==> src/rtl/fft16_if.sv <==
// Sample-load, operand-read, twiddle and write-back bundle between the FFT
// sequencer (master) and the RAM/butterfly environment (slave).
interface fft16_if;
    logic       start;
    logic       s_valid;
    logic       s_ready;
    logic       ld_wr_en;
    logic [3:0] ld_addr;
    logic       rd_en;
    logic [3:0] rd_addr_a;
    logic [3:0] rd_addr_b;
    logic [3:0] twiddle_num;
    logic       wr_en;
    logic [3:0] wr_addr_a;
    logic [3:0] wr_addr_b;
    logic [1:0] stage;
    logic       busy;
    logic       done;

    modport master (
        input  start, s_valid,
        output s_ready, ld_wr_en, ld_addr, rd_en, rd_addr_a, rd_addr_b, twiddle_num,
               wr_en, wr_addr_a, wr_addr_b, stage, busy, done
    );

    modport slave (
        output start, s_valid,
        input  s_ready, ld_wr_en, ld_addr, rd_en, rd_addr_a, rd_addr_b, twiddle_num,
               wr_en, wr_addr_a, wr_addr_b, stage, busy, done
    );
endinterface

==> src/rtl/fft16_sequencer.sv <==
// In-place 16-point radix-2 DIT FFT control: bit-reversed load, four butterfly
// stages of read issue, and delayed write-back addressing. No arithmetic here.
module fft16_sequencer #(
    parameter int RD_LAT   = 1,
    parameter int BF_LAT   = 3,
    parameter int PIPE_LAT = RD_LAT + BF_LAT
) (
    input  logic    clk,
    input  logic    rst,
    fft16_if.master bus
);
    localparam int DW = (PIPE_LAT > 1) ? $clog2(PIPE_LAT) : 1;

    typedef enum logic [2:0] {IDLE, LOAD, ISSUE, DRAIN, DONE} state_t;

    state_t                   state, state_nxt;
    logic [3:0]               ld_cnt;
    logic [2:0]               bf_cnt;
    logic [1:0]               stage;
    logic [DW-1:0]            drain_cnt;
    logic                     ld_fire, drain_last, issuing;
    logic [3:0]               bf_ext, j, g, addr_a, addr_b, tw_idx;
    logic [PIPE_LAT-1:0]      vld_pipe;
    logic [PIPE_LAT-1:0][3:0] pa_pipe, pb_pipe;
    logic [RD_LAT-1:0][3:0]   tw_pipe;

    assign issuing    = (state == ISSUE);
    assign ld_fire    = bus.s_valid && (state == LOAD);
    assign drain_last = (drain_cnt == DW'(PIPE_LAT - 1));

    always_comb begin
        state_nxt = state;
        case (state)
            IDLE:    if (bus.start) state_nxt = LOAD;
            LOAD:    if (ld_fire && ld_cnt == 4'd15) state_nxt = ISSUE;
            ISSUE:   if (bf_cnt == 3'd7) state_nxt = DRAIN;
            DRAIN:   if (drain_last) state_nxt = (stage == 2'd3) ? DONE : ISSUE;
            DONE:    state_nxt = IDLE;
            default: state_nxt = IDLE;
        endcase
    end

    always_ff @(posedge clk or posedge rst) begin
        if (rst) state <= IDLE;
        else     state <= state_nxt;
    end

    // Pair p of stage s: group g = p>>s, offset j = p mod 2^s, span 2^(s+1).
    always_comb begin
        bf_ext = {1'b0, bf_cnt};
        j      = bf_ext & ((4'd1 << stage) - 4'd1);
        g      = bf_ext >> stage;
        addr_a = ((g << stage) << 1) | j;
        addr_b = addr_a + (4'd1 << stage);
        tw_idx = j << (2'd3 - stage);
    end

    always_ff @(posedge clk or posedge rst) begin
        if (rst) begin
            ld_cnt    <= '0;
            bf_cnt    <= '0;
            stage     <= '0;
            drain_cnt <= '0;
        end else begin
            case (state)
                LOAD: begin
                    if (ld_fire) ld_cnt <= ld_cnt + 4'd1;
                    bf_cnt <= '0;
                    stage  <= '0;
                end
                ISSUE: begin
                    bf_cnt    <= bf_cnt + 3'd1;
                    drain_cnt <= '0;
                end
                DRAIN: begin
                    drain_cnt <= drain_last ? '0 : drain_cnt + DW'(1);
                    if (drain_last && stage != 2'd3) stage <= stage + 2'd1;
                end
                DONE:    stage <= '0;
                default: ;
            endcase
        end
    end

    // Write-back addresses ride alongside the read pair until the butterfly result emerges.
    always_ff @(posedge clk or posedge rst) begin
        if (rst) begin
            vld_pipe <= '0;
            pa_pipe  <= '0;
            pb_pipe  <= '0;
            tw_pipe  <= '0;
        end else begin
            vld_pipe[0] <= issuing;
            pa_pipe[0]  <= issuing ? addr_a : 4'd0;
            pb_pipe[0]  <= issuing ? addr_b : 4'd0;
            for (int i = 1; i < PIPE_LAT; i++) begin
                vld_pipe[i] <= vld_pipe[i-1];
                pa_pipe[i]  <= pa_pipe[i-1];
                pb_pipe[i]  <= pb_pipe[i-1];
            end
            tw_pipe[0] <= issuing ? tw_idx : 4'd0;
            for (int i = 1; i < RD_LAT; i++) tw_pipe[i] <= tw_pipe[i-1];
        end
    end

    assign bus.s_ready     = (state == LOAD);
    assign bus.ld_wr_en    = ld_fire;
    assign bus.ld_addr     = {ld_cnt[0], ld_cnt[1], ld_cnt[2], ld_cnt[3]};
    assign bus.rd_en       = issuing;
    assign bus.rd_addr_a   = issuing ? addr_a : 4'd0;
    assign bus.rd_addr_b   = issuing ? addr_b : 4'd0;
    assign bus.twiddle_num = tw_pipe[RD_LAT-1];
    assign bus.wr_en       = vld_pipe[PIPE_LAT-1];
    assign bus.wr_addr_a   = pa_pipe[PIPE_LAT-1];
    assign bus.wr_addr_b   = pb_pipe[PIPE_LAT-1];
    assign bus.stage       = stage;
    assign bus.busy        = (state != IDLE);
    assign bus.done        = (state == DONE);
endmodule
==> src/flat_wrapper.sv <==
// flat-port wrapper written by rule: the top's interface ports become plain ports
module fft16_sequencer_flat 
#(
    parameter int RD_LAT   = 1,
    parameter int BF_LAT   = 3,
    parameter int PIPE_LAT = RD_LAT + BF_LAT
)
  (clk, rst, bus_start, bus_s_valid, bus_s_ready, bus_ld_wr_en, bus_ld_addr, bus_rd_en, bus_rd_addr_a, bus_rd_addr_b, bus_twiddle_num, bus_wr_en, bus_wr_addr_a, bus_wr_addr_b, bus_stage, bus_busy, bus_done);
  fft16_if bus_i ();
  input  logic clk;
  input  logic rst;
  input wire logic [$bits(bus_i.start)-1:0] bus_start;
  input wire logic [$bits(bus_i.s_valid)-1:0] bus_s_valid;
  output wire logic [$bits(bus_i.s_ready)-1:0] bus_s_ready;
  output wire logic [$bits(bus_i.ld_wr_en)-1:0] bus_ld_wr_en;
  output wire logic [$bits(bus_i.ld_addr)-1:0] bus_ld_addr;
  output wire logic [$bits(bus_i.rd_en)-1:0] bus_rd_en;
  output wire logic [$bits(bus_i.rd_addr_a)-1:0] bus_rd_addr_a;
  output wire logic [$bits(bus_i.rd_addr_b)-1:0] bus_rd_addr_b;
  output wire logic [$bits(bus_i.twiddle_num)-1:0] bus_twiddle_num;
  output wire logic [$bits(bus_i.wr_en)-1:0] bus_wr_en;
  output wire logic [$bits(bus_i.wr_addr_a)-1:0] bus_wr_addr_a;
  output wire logic [$bits(bus_i.wr_addr_b)-1:0] bus_wr_addr_b;
  output wire logic [$bits(bus_i.stage)-1:0] bus_stage;
  output wire logic [$bits(bus_i.busy)-1:0] bus_busy;
  output wire logic [$bits(bus_i.done)-1:0] bus_done;
  assign bus_i.start = bus_start;
  assign bus_i.s_valid = bus_s_valid;
  assign bus_s_ready = bus_i.s_ready;
  assign bus_ld_wr_en = bus_i.ld_wr_en;
  assign bus_ld_addr = bus_i.ld_addr;
  assign bus_rd_en = bus_i.rd_en;
  assign bus_rd_addr_a = bus_i.rd_addr_a;
  assign bus_rd_addr_b = bus_i.rd_addr_b;
  assign bus_twiddle_num = bus_i.twiddle_num;
  assign bus_wr_en = bus_i.wr_en;
  assign bus_wr_addr_a = bus_i.wr_addr_a;
  assign bus_wr_addr_b = bus_i.wr_addr_b;
  assign bus_stage = bus_i.stage;
  assign bus_busy = bus_i.busy;
  assign bus_done = bus_i.done;
  fft16_sequencer #(.RD_LAT(RD_LAT), .BF_LAT(BF_LAT), .PIPE_LAT(PIPE_LAT)) u_core (.clk(clk), .rst(rst), .bus(bus_i));
endmodule
==> config.mk <==
export PLATFORM = sky130hd
export DESIGN_NAME = fft16_sequencer_flat
export DESIGN_NICKNAME = d
export VERILOG_FILES = /design/src/rtl/fft16_if.sv /design/src/rtl/fft16_sequencer.sv /design/src/flat_wrapper.sv
export SDC_FILE = /design/constraint.sdc
export NUM_CORES = 1
export LEC_CHECK = 0
export CAP_MARGIN = 25
export CORE_MARGIN = 2
export CORE_UTILIZATION = 56
export DETAILED_ROUTE_END_ITERATION = 8
export GPL_TIMING_DRIVEN = 0
export PLACE_DENSITY = 0.93
export SLEW_MARGIN = 0
export SYNTH_ARGS = -nofsm -noshare
export SYNTH_HDL_FRONTEND = slang
export SYNTH_SLANG_ARGS = --single-unit
==> constraint.sdc <==
create_clock -name clk -period 8.8 [get_ports clk]
set_input_delay 1.76 -clock clk [delete_from_list [all_inputs] [get_ports clk]]
set_output_delay 1.76 -clock clk [all_outputs]
set_load 0.01 [all_outputs]
# Word-level counts from Yosys, hierarchy flattened
# Cells that the tools add are included.
# word_totals
register_bits	54
latch_bits	0
ram_bits	0
mem_bits_ro	0
input_bits	4
out_inout_bits	32
wordCells	68
memories	0
# classes
add_sub_neg	7
multipliers	0
div_mod_pow	0
magnitude_cmp	0
eq_ne	14
shift	4
n_mux	14
bitwise_logic	2
reduce_logical	12
# ops
op	count
3-bit 2-to-1 mux	5
4-bit 2-to-1 mux	3
3-bit case mux with 4 select lines	1
2-bit case mux with 2 select lines	2
3-bit by 2-bit == test with 1-bit output, second input constant	2
3-bit == test, second input constant	2
2-bit by 1-bit != test with 1-bit output, second input constant	3
2-bit != test, second input constant	3
3-bit case mux with 2 select lines	1
2-bit nonzero test	3
2-bit by 1-bit adder with 2-bit output, second input constant	2
4-bit by 1-bit adder with 4-bit output, second input constant	1
4-bit adder	1
3-bit by 4-bit AND with 4-bit output	1
2-bit == test, second input constant	2
4-bit == test, second input constant	1
2-bit 2-to-1 mux	2
4-bit bitwise OR	1
2-bit AND reduction	2
4-bit AND reduction	1
1-bit by 2-bit << shifter with 4-bit output, first input constant	1
4-bit by 2-bit << shifter with 3-bit output	1
4-bit by 2-bit << shifter with 4-bit output	1
3-bit by 2-bit right shift with 4-bit output	1
8 further kinds	10

# Longest topological paths before layout
# Gate-level depths: netlist of the first run.
# logic_depth
word_depth	6
mapped_depth	10
depth_no_buf	9

# Worst setup path before layout of the first run
# OpenSTA, ideal clock, no wires.
# synth_path
kind	register to output
startpoint	reg u_core.stage[0] (netlist: u_core.bus.stage[0])
endpoint	out bus_rd_addr_b[3]
t_arrival_ns	2.454
t_required_ns	7.040
slack_ns	4.586
path_stages_with_launch	11
path_buffers	1
path_cell_list	dfrtp_1 > clkbuf_1 > inv_1 > ha_1 > xnor2_1 > a32oi_1 > inv_1 > ha_1 > a21oi_1 > xnor2_1 > mux2i_1
# synth_between
elab_chain_cells	6
word_cells_on_any_way	8
classes_between	add/sub (2); shift (3); mux (1); bitwise (2)
# synth_lines
item	line_no	text
start, declared	fft16_sequencer.sv:19	logic [1:0] stage;
start signal, assigned	fft16_sequencer.sv:77	if (drain_last && stage != 2'd3) stage <= stage + 2'd1;
1-bit by 2-bit << shifter with 4-bit output	fft16_sequencer.sv:51, fft16_sequencer.sv:54	
4-bit by 1-bit subtractor with 4-bit output	fft16_sequencer.sv:51	j = bf_ext & ((4'd1 << stage) - 4'd1);
3-bit by 4-bit AND with 4-bit output	fft16_sequencer.sv:51	
4-bit bitwise OR	fft16_sequencer.sv:53	addr_a = ((g << stage) << 1) | j;
4-bit adder *	fft16_sequencer.sv:54	addr_b = addr_a + (4'd1 << stage);
4-bit 2-to-1 mux *	fft16_sequencer.sv:111	assign bus.rd_addr_b = issuing ? addr_b : 4'd0;
end, declared	flat_wrapper.sv:19	output wire logic [$bits(bus_i.rd_addr_b)-1:0] bus_rd_addr_b;
# Mark *: on every way between the ends. The rest lies on a longest branch, timed or not.

# Worst setup path in the final report of the first run
# Ends and elaborated chain as after synthesis.

==> impl_results.md, run 1 <==
- Clock Pin Slew Worst Setup and Hold Paths: 0.09 ns
- Max IR drop VDD: 0.193 mV
- Clk root buf: clkbuf_8
- Clock power frac: 0.175
- Multi-input logic area: 659 um2
- Max H-tree Level: 2
- Final cell count without fillers: 254
- Register share of total power: 0.416
- Fillers: 264
- Num rows: 22
- Max_cap viols: 0
- Largest net degree at the start of global routing: 36
- Worst Hold Class: reg -> reg
- # diodes: 0
- EDFF count, synth: 0
- Pins Over Slew Limit: 0
- CP required: 7.04 ns
- Fin crit period: 5.37 ns
- Power per standard cell area: 334 nW/um2
- Min-Delay Startpoint: u_core.pa_pipe[5]$_DFF_PP0_
- Starting DRC count in detailed routing: 41
- # hold bufs at CTS: 0
- Initial antenna violation count: 0
- CTS sink count: 54
- DRT Pass-1 Iters: 4
- Die ar.: 4360 um2
- Worst-case reg-to-reg path depth: 10
- Vias/cell: 5.19
- Netlist cell types: 45
- Fin. Hold Viols: 0
- Peak Freq: 186 MHz
- CTS tree: done
- Sequential cell area: 1350 um2
- Reg2reg setup slack: 5.97 ns
- Setup TNS: 0 ns
- Synth Net Count: 178
- Cts bufs inserted: 5
- Detailed-route wire length per cell: 13.9 um
- Syn. warnings: 0
- P&R area growth vs syn: 25.1%
- Top post-synthesis cells by area: dfrtp_1 63%, ha_1 6.4%, buf_4 3.1%
- Layout Nets: 221
- Worst r2r src: u_core.bus.stage[0]$_DFFE_PP0P_
- Finish-stage setup viols: 0
- # Post-CTS Setup Buffers: 0
- Top_reg_cell synth: dfrtp_1
- Core area: 3690 um2
- Initial core utilization: 0.585
- Gr ovfl total: 0
- Max clock buf depth: 2
- CP Class: reg -> out
- Crit. End Element: primary output
- Net Sw Frac: 0.328
- Critical path fanouts, max: 10
- Layout cells sized above 1: 0.155
- Worst Skew: 0.00575 ns
- Cells after DPL: 246
- Global-route wire length before repair: 5.93 mm
- Synth top area share: 0.626
- GRT Total Usage: 0.186
- Via Count: 1,318
- Mapped cell area: 2160 um2
- # DRC: 0
- Final ANT Viol Nets: 0
- Hold Path Depth: 0
- Avg Synthesized Cell Area: 13.3 um2
- Startpoint types: flip-flop
- #FFs+latches synth: 54
- Post-CTS sizing: 0
- P_sw: 0.000296 W
- Pint: 0.000605 W
- Final estimated routing congestion in global placement: 0.862
- PortBufs: 35
- Top Ports: 36
- Dpl hpwl: 2.65 mm
- Vias in the first global route: 1,261
- Register area share after synthesis: 0.626
- Synth Instances: 162
- Largest area contributor in the netlist: dfrtp_1
- Leakage Power: 1.27 nW
- Combinational share of power: 0.409
- Ys async rst share: 1.00
- Worst path arrival time: 3.61 ns
- Die Y: 66.1 um
- Hold EP: u_core.pa_pipe[9]$_DFF_PP0_
- Status: finished clean
- Final Cycle Share: 0.610
- RSZ-0062 raised after global routing: no
- Clock latency on the worst-skew pair: 0.30 ns
- Worst R2R End: u_core.pb_pipe[3]$_DFF_PP0_
- Routed wire length: 3.54 mm
- Die outline width: 66.1 um
[registers in the layout (all words and copies together) (netlist names)]
register	count
u_core.bus.wr_addr_b	4
u_core.pa_pipe	12
u_core.bus.stage	2
u_core.drain_cnt	2
u_core.bf_cnt	3
u_core.pb_pipe	12
u_core.vld_pipe	4
u_core.bus.twiddle_num	4
u_core.state	3
u_core.bus.wr_addr_a	4
u_core.ld_cnt	4
[worst max-delay path by stage]
| stage | start | to |
|---|---|---|
| floorplan | u_core.bus.stage[0]$_DFFE_PP0P_ | bus_rd_addr_b[3] |
| global placement | u_core.bus.stage[0]$_DFFE_PP0P_ | bus_rd_addr_b[3] |
| detailed placement | bus_s_valid | bus_ld_wr_en |
| CTS | u_core.bus.stage[0]$_DFFE_PP0P_ | bus_rd_addr_b[3] |
| global route | u_core.bus.stage[0]$_DFFE_PP0P_ | bus_rd_addr_b[3] |
| finish | u_core.bus.stage[0]$_DFFE_PP0P_ | bus_rd_addr_b[3] |
[through the flow]
step,instance area (um2),util,setup slack [ns],hold slack [ns],power [W]
after global placement,2570,0.696,3.80,0.331,0.000728
after global routing,2700,0.731,3.15,0.359,0.000961
after floorplan,2160,-,4.59,0.331,0.000598
after detailed placement,2590,0.701,3.73,0.335,0.000752
final,2700,0.731,3.43,0.353,0.000902
after CTS,2700,0.731,3.42,0.355,0.000911
[cell usage in the layout (no fill, tap or decap), types with 5 or more instances in the layout]
cell type	netlist	routed
nor2_1	5	5
clkbuf_8	0	5
buf_4	9	9
clkdlybuf4s50_1	0	35
ha_1	11	11
dfrtp_1	54	54
nand2_1	8	8
inv_1	8	7
[cells in the mapped netlist, types with 2 or more instances]
library cell	n
nand4_1	3
o31ai_1	2
nor2b_1	2
xor2_1	2
ha_1	11
buf_4	9
nand3_1	4
clkbuf_1	3
nor3_1	2
xnor2_1	4
nand2_1	8
buf_2	2
o21ai_0	3
a22o_1	4
inv_1	8
a21oi_1	4
dfrtp_1	54
nor3b_1	4
a211oi_1	2
nor2_1	5
a22o_2	2
[metal layers]
layer  routed length [um]  GRT usage  up-vias
met2                 1860      0.318       41
li1                     -          -      624
met5                    0          0        -
met1                 1470      0.226      645
met3                  169     0.0545        8
met4                   40     0.0612        0
[cells by family (layout without fill, tap and decap cells)]
family / after synthesis / in the layout / synth area share
buf+inv: 24 / 68 / 0.0679
other cells: 1 / 1 / 0.00174
xor+xnor: 6 / 6 / 0.0244
flops: 54 / 54 / 0.626
fa+ha+maj: 12 / 12 / 0.0731
compound gates: 22 / 22 / 0.0754
mux: 3 / 3 / 0.0168
simple gates: 40 / 40 / 0.114
[power groups by stage]
stage               Sequential [W]  Combinational [W]  Clock (W)
floorplan                 0.000371           0.000226          0
global placement          0.000373           0.000355          0
detailed placement        0.000382           0.000370          0
CTS                       0.000377           0.000372   0.000163
global route              0.000385           0.000402   0.000174
finish                    0.000375           0.000369   0.000157
[layout make-up]
class,instances,area share
Tap cell,48,0.0223
Inverter,9,0.0172
Timing Repair Buffer,36,0.137
Sequential cell,54,0.501
Clock buffer,6,0.0269
Buffer,15,0.0371
Clock inverter,2,0.0139
Multi-Input combinational cell,84,0.244
[worst max-delay path, stage by stage (launching register included)]
cell and delay [ns]:
dfrtp_1 0.46, clkbuf_1 0.36, inv_1 0.19, ha_1 0.32
xnor2_1 0.21, a32oi_1 0.33, inv_1 0.08, ha_1 0.19
a21oi_1 0.17, xnor2_1 0.15, mux2i_1 0.27, clkdlybuf4s50_1 0.57
(Power assumes the default switching activity.)
==> run 2, diff against run 1 <==
--- a/config.mk
+++ b/config.mk
@@ -7,10 +7,10 @@
 export LEC_CHECK = 0
 export CAP_MARGIN = 25
 export CORE_MARGIN = 2
-export CORE_UTILIZATION = 56
+export CORE_UTILIZATION = 47
 export DETAILED_ROUTE_END_ITERATION = 8
 export GPL_TIMING_DRIVEN = 0
-export PLACE_DENSITY = 0.93
+export PLACE_DENSITY = 0.85
 export SLEW_MARGIN = 0
 export SYNTH_ARGS = -nofsm -noshare
 export SYNTH_HDL_FRONTEND = slang
==> constraint.sdc (replaced) <==
create_clock -name clk -period 4.7 [get_ports clk]
set_input_delay 0.94 -clock clk [delete_from_list [all_inputs] [get_ports clk]]
set_output_delay 0.94 -clock clk [all_outputs]
set_load 0.01 [all_outputs]
==> run 2 against run 1 <==
- combinational power increased by 82%
- die area increased by 18%
- design area increased by 0.37%
- via count increased by 0.83%
- register-to-register slack got worse by 4.0 ns
- core utilization decreased by 11 points
- cell count increased by 1.2%
- clock power increased by 100%
- non-clock buffer count decreased by 1
- sequential share of layout area decreased by 0.19 points
- flip-flop and latch count unchanged
- largest cell class unchanged
- largest power group unchanged
==> impl_results.md, run 2 (same netlist as run 1, synthesis figures left out) <==
- Final Cycle Share: 0.943
- Top flop regs: u_core.pa_pipe (12), u_core.pb_pipe (12)
- Die ar.: 5150 um2
- Hold Path Depth: 0
- Final ANT Viol Nets: 0
- Startpoint types: flip-flop
- Hold EP: u_core.pb_pipe[7]$_DFF_PP0_
- Layout Nets: 220
- Die outline width: 71.7 um
- Layout cells sized above 1: 0.166
- Detailed-route wire length per cell: 13.6 um
- Clk root buf: clkbuf_8
- P_sw: 0.000570 W
- CTS tree: done
- Num rows: 24
- Peak Freq: 226 MHz
- Global-route wire length before repair: 5.93 mm
- Vias in the first global route: 1,303
- GRT Total Usage: 0.154
- Status: finished clean
- Gr ovfl total: 0
- Clock power frac: 0.188
- Worst r2r src: u_core.bus.stage[0]$_DFFE_PP0P_
- PortBufs: 35
- # DRC: 0
- Clock Pin Slew Worst Setup and Hold Paths: 0.10 ns
- Initial antenna violation count: 0
- Leakage Power: 1.28 nW
- Min-Delay Startpoint: u_core.pb_pipe[3]$_DFF_PP0_
- Register share of total power: 0.416
- Max clock buf depth: 2
- Most frequent cells in the layout: 54 x dfrtp_1, 35 x clkdlybuf4s50_1, 11 x ha_1, 9 x buf_4, 8 x nand2_1
- Core area: 4380 um2
- Pins Over Slew Limit: 0
- Placed Area: 2590 um2
- Worst R2R End: u_core.pb_pipe[3]$_DFF_PP0_
- Worst Skew: 0.0108 ns
- Fin. Hold Viols: 0
- Setup TNS: 0 ns
- Top Ports: 36
- Finish-stage setup viols: 0
- Reg2reg setup slack: 2.01 ns
- Routed wire length: 3.48 mm
- Worst path arrival time: 3.49 ns
- # diodes: 0
- Critical path fanouts, max: 10
- Pint: 0.00113 W
- Die Y: 71.7 um
- Net Sw Frac: 0.335
- Final cell count without fillers: 257
- CP Class: reg -> out
- # Post-CTS Setup Buffers: 0
- RSZ-0062 raised after global routing: no
- Worst Hold Class: reg -> reg
- CP required: 3.76 ns
- Crit. End Element: primary output
- P&R area growth vs syn: 25.5%
- Most common cell after layout, fill and taps aside: dfrtp_1
- Max H-tree Level: 2
- Worst-case reg-to-reg path depth: 10
- Initial core utilization: 0.492
- Final Cell Area: 2710 um2
- Max IR drop VDD: 0.276 mV
- DRT Pass-1 Iters: 4
- CTS sink count: 54
- Finished Core Util: 0.618
- Fin crit period: 4.43 ns
- Combinational share of power: 0.396
- Dpl hpwl: 2.46 mm
- Largest net degree at the start of global routing: 34
- Cts bufs inserted: 5
- Final estimated routing congestion in global placement: 0.749
- Fillers: 354
- Via Count: 1,329
- CP startpoint: u_core.bus.stage[0]$_DFFE_PP0P_
- Clock latency on the worst-skew pair: 0.32 ns
- Starting DRC count in detailed routing: 87
- Cells after DPL: 250
- Power per standard cell area: 628 nW/um2
- Max_cap viols: 0
- Vias/cell: 5.17
[run 2: changes by cell type in the layout (fill, tap and decap cells not counted), sizes merged]
| cell | delta |
|---|---|
| clkbuf | -2 |
| inv | +1 |
[run 2: final cells by class]
| class | instances | area, um2 | share of cell area |
|---|---|---|---|
| Inverter | 9 | 46.3 | 0.0171 |
| Timing Repair Buffer | 36 | 370 | 0.137 |
| Clock buffer | 5 | 68.8 | 0.0254 |
| Buffer | 14 | 97.6 | 0.0360 |
| Clock inverter | 3 | 48.8 | 0.0180 |
| Sequential cell | 54 | 1350 | 0.499 |
| Tap cell | 52 | 65.1 | 0.0240 |
| Multi-Input combinational cell | 84 | 659 | 0.244 |
[run 2: power by group through the flow]
stage	registers (W)	logic [W]	clock network (W)
3_5_place_dp	0.000711	0.000685	0
3_3_place_gp	0.000700	0.000661	0
6_report	0.000708	0.000673	0.000320
4_1_cts	0.000703	0.000691	0.000328
2_1_floorplan	0.000696	0.000424	0
5_1_grt	0.000730	0.000735	0.000348
[run 2: metal layers]
| layer | wire length [um] | vias up | GRT usage |
|---|---|---|---|
| met5 | 0 | - | 0 |
| met4 | 65 | 0 | 0.0629 |
| met3 | 219 | 6 | 0.0492 |
| met2 | 1770 | 39 | 0.256 |
| met1 | 1430 | 660 | 0.185 |
| li1 | - | 624 | - |
[run 2: through the flow]
step                      hold slack (ns)  worst slack [ns]  power, W
final                               0.354             0.268   0.00170
after global routing                0.363            0.0417   0.00181
after CTS                           0.355            0.0518   0.00172
after detailed placement            0.335             0.491   0.00140
after global placement              0.332             0.524   0.00136
after floorplan                     0.331              1.31   0.00112
[run 2: critical path: stages (launching register included)]
cell and delay [ns]:
dfrtp_1 0.45, clkbuf_2 0.25, inv_1 0.14, ha_1 0.31
xnor2_1 0.22, a32oi_1 0.33, inv_1 0.11, ha_1 0.20
a21oi_1 0.19, xnor2_1 0.16, mux2i_1 0.25, clkdlybuf4s50_1 0.58
[run 2: repair_timing]
action / CTS / global route
endpoints found under the setup margin: 0 / 1
hold buffers: 0 / 0
resized for setup: 0 / 2
[run 2: worst max-delay path by stage]
| stage | slack, ns | cells past startpoint | to |
|---|---|---|---|
| 3_3_place_gp | 0.52 | 11 | bus_rd_addr_b[3] |
| 5_1_grt | 0.04 | 11 | bus_rd_addr_b[3] |
| 4_1_cts | 0.05 | 11 | bus_rd_addr_b[3] |
| 3_5_place_dp | 0.49 | 11 | bus_rd_addr_b[3] |
| 2_1_floorplan | 1.31 | 10 | bus_rd_addr_b[3] |
| 6_report | 0.27 | 11 | bus_rd_addr_b[3] |
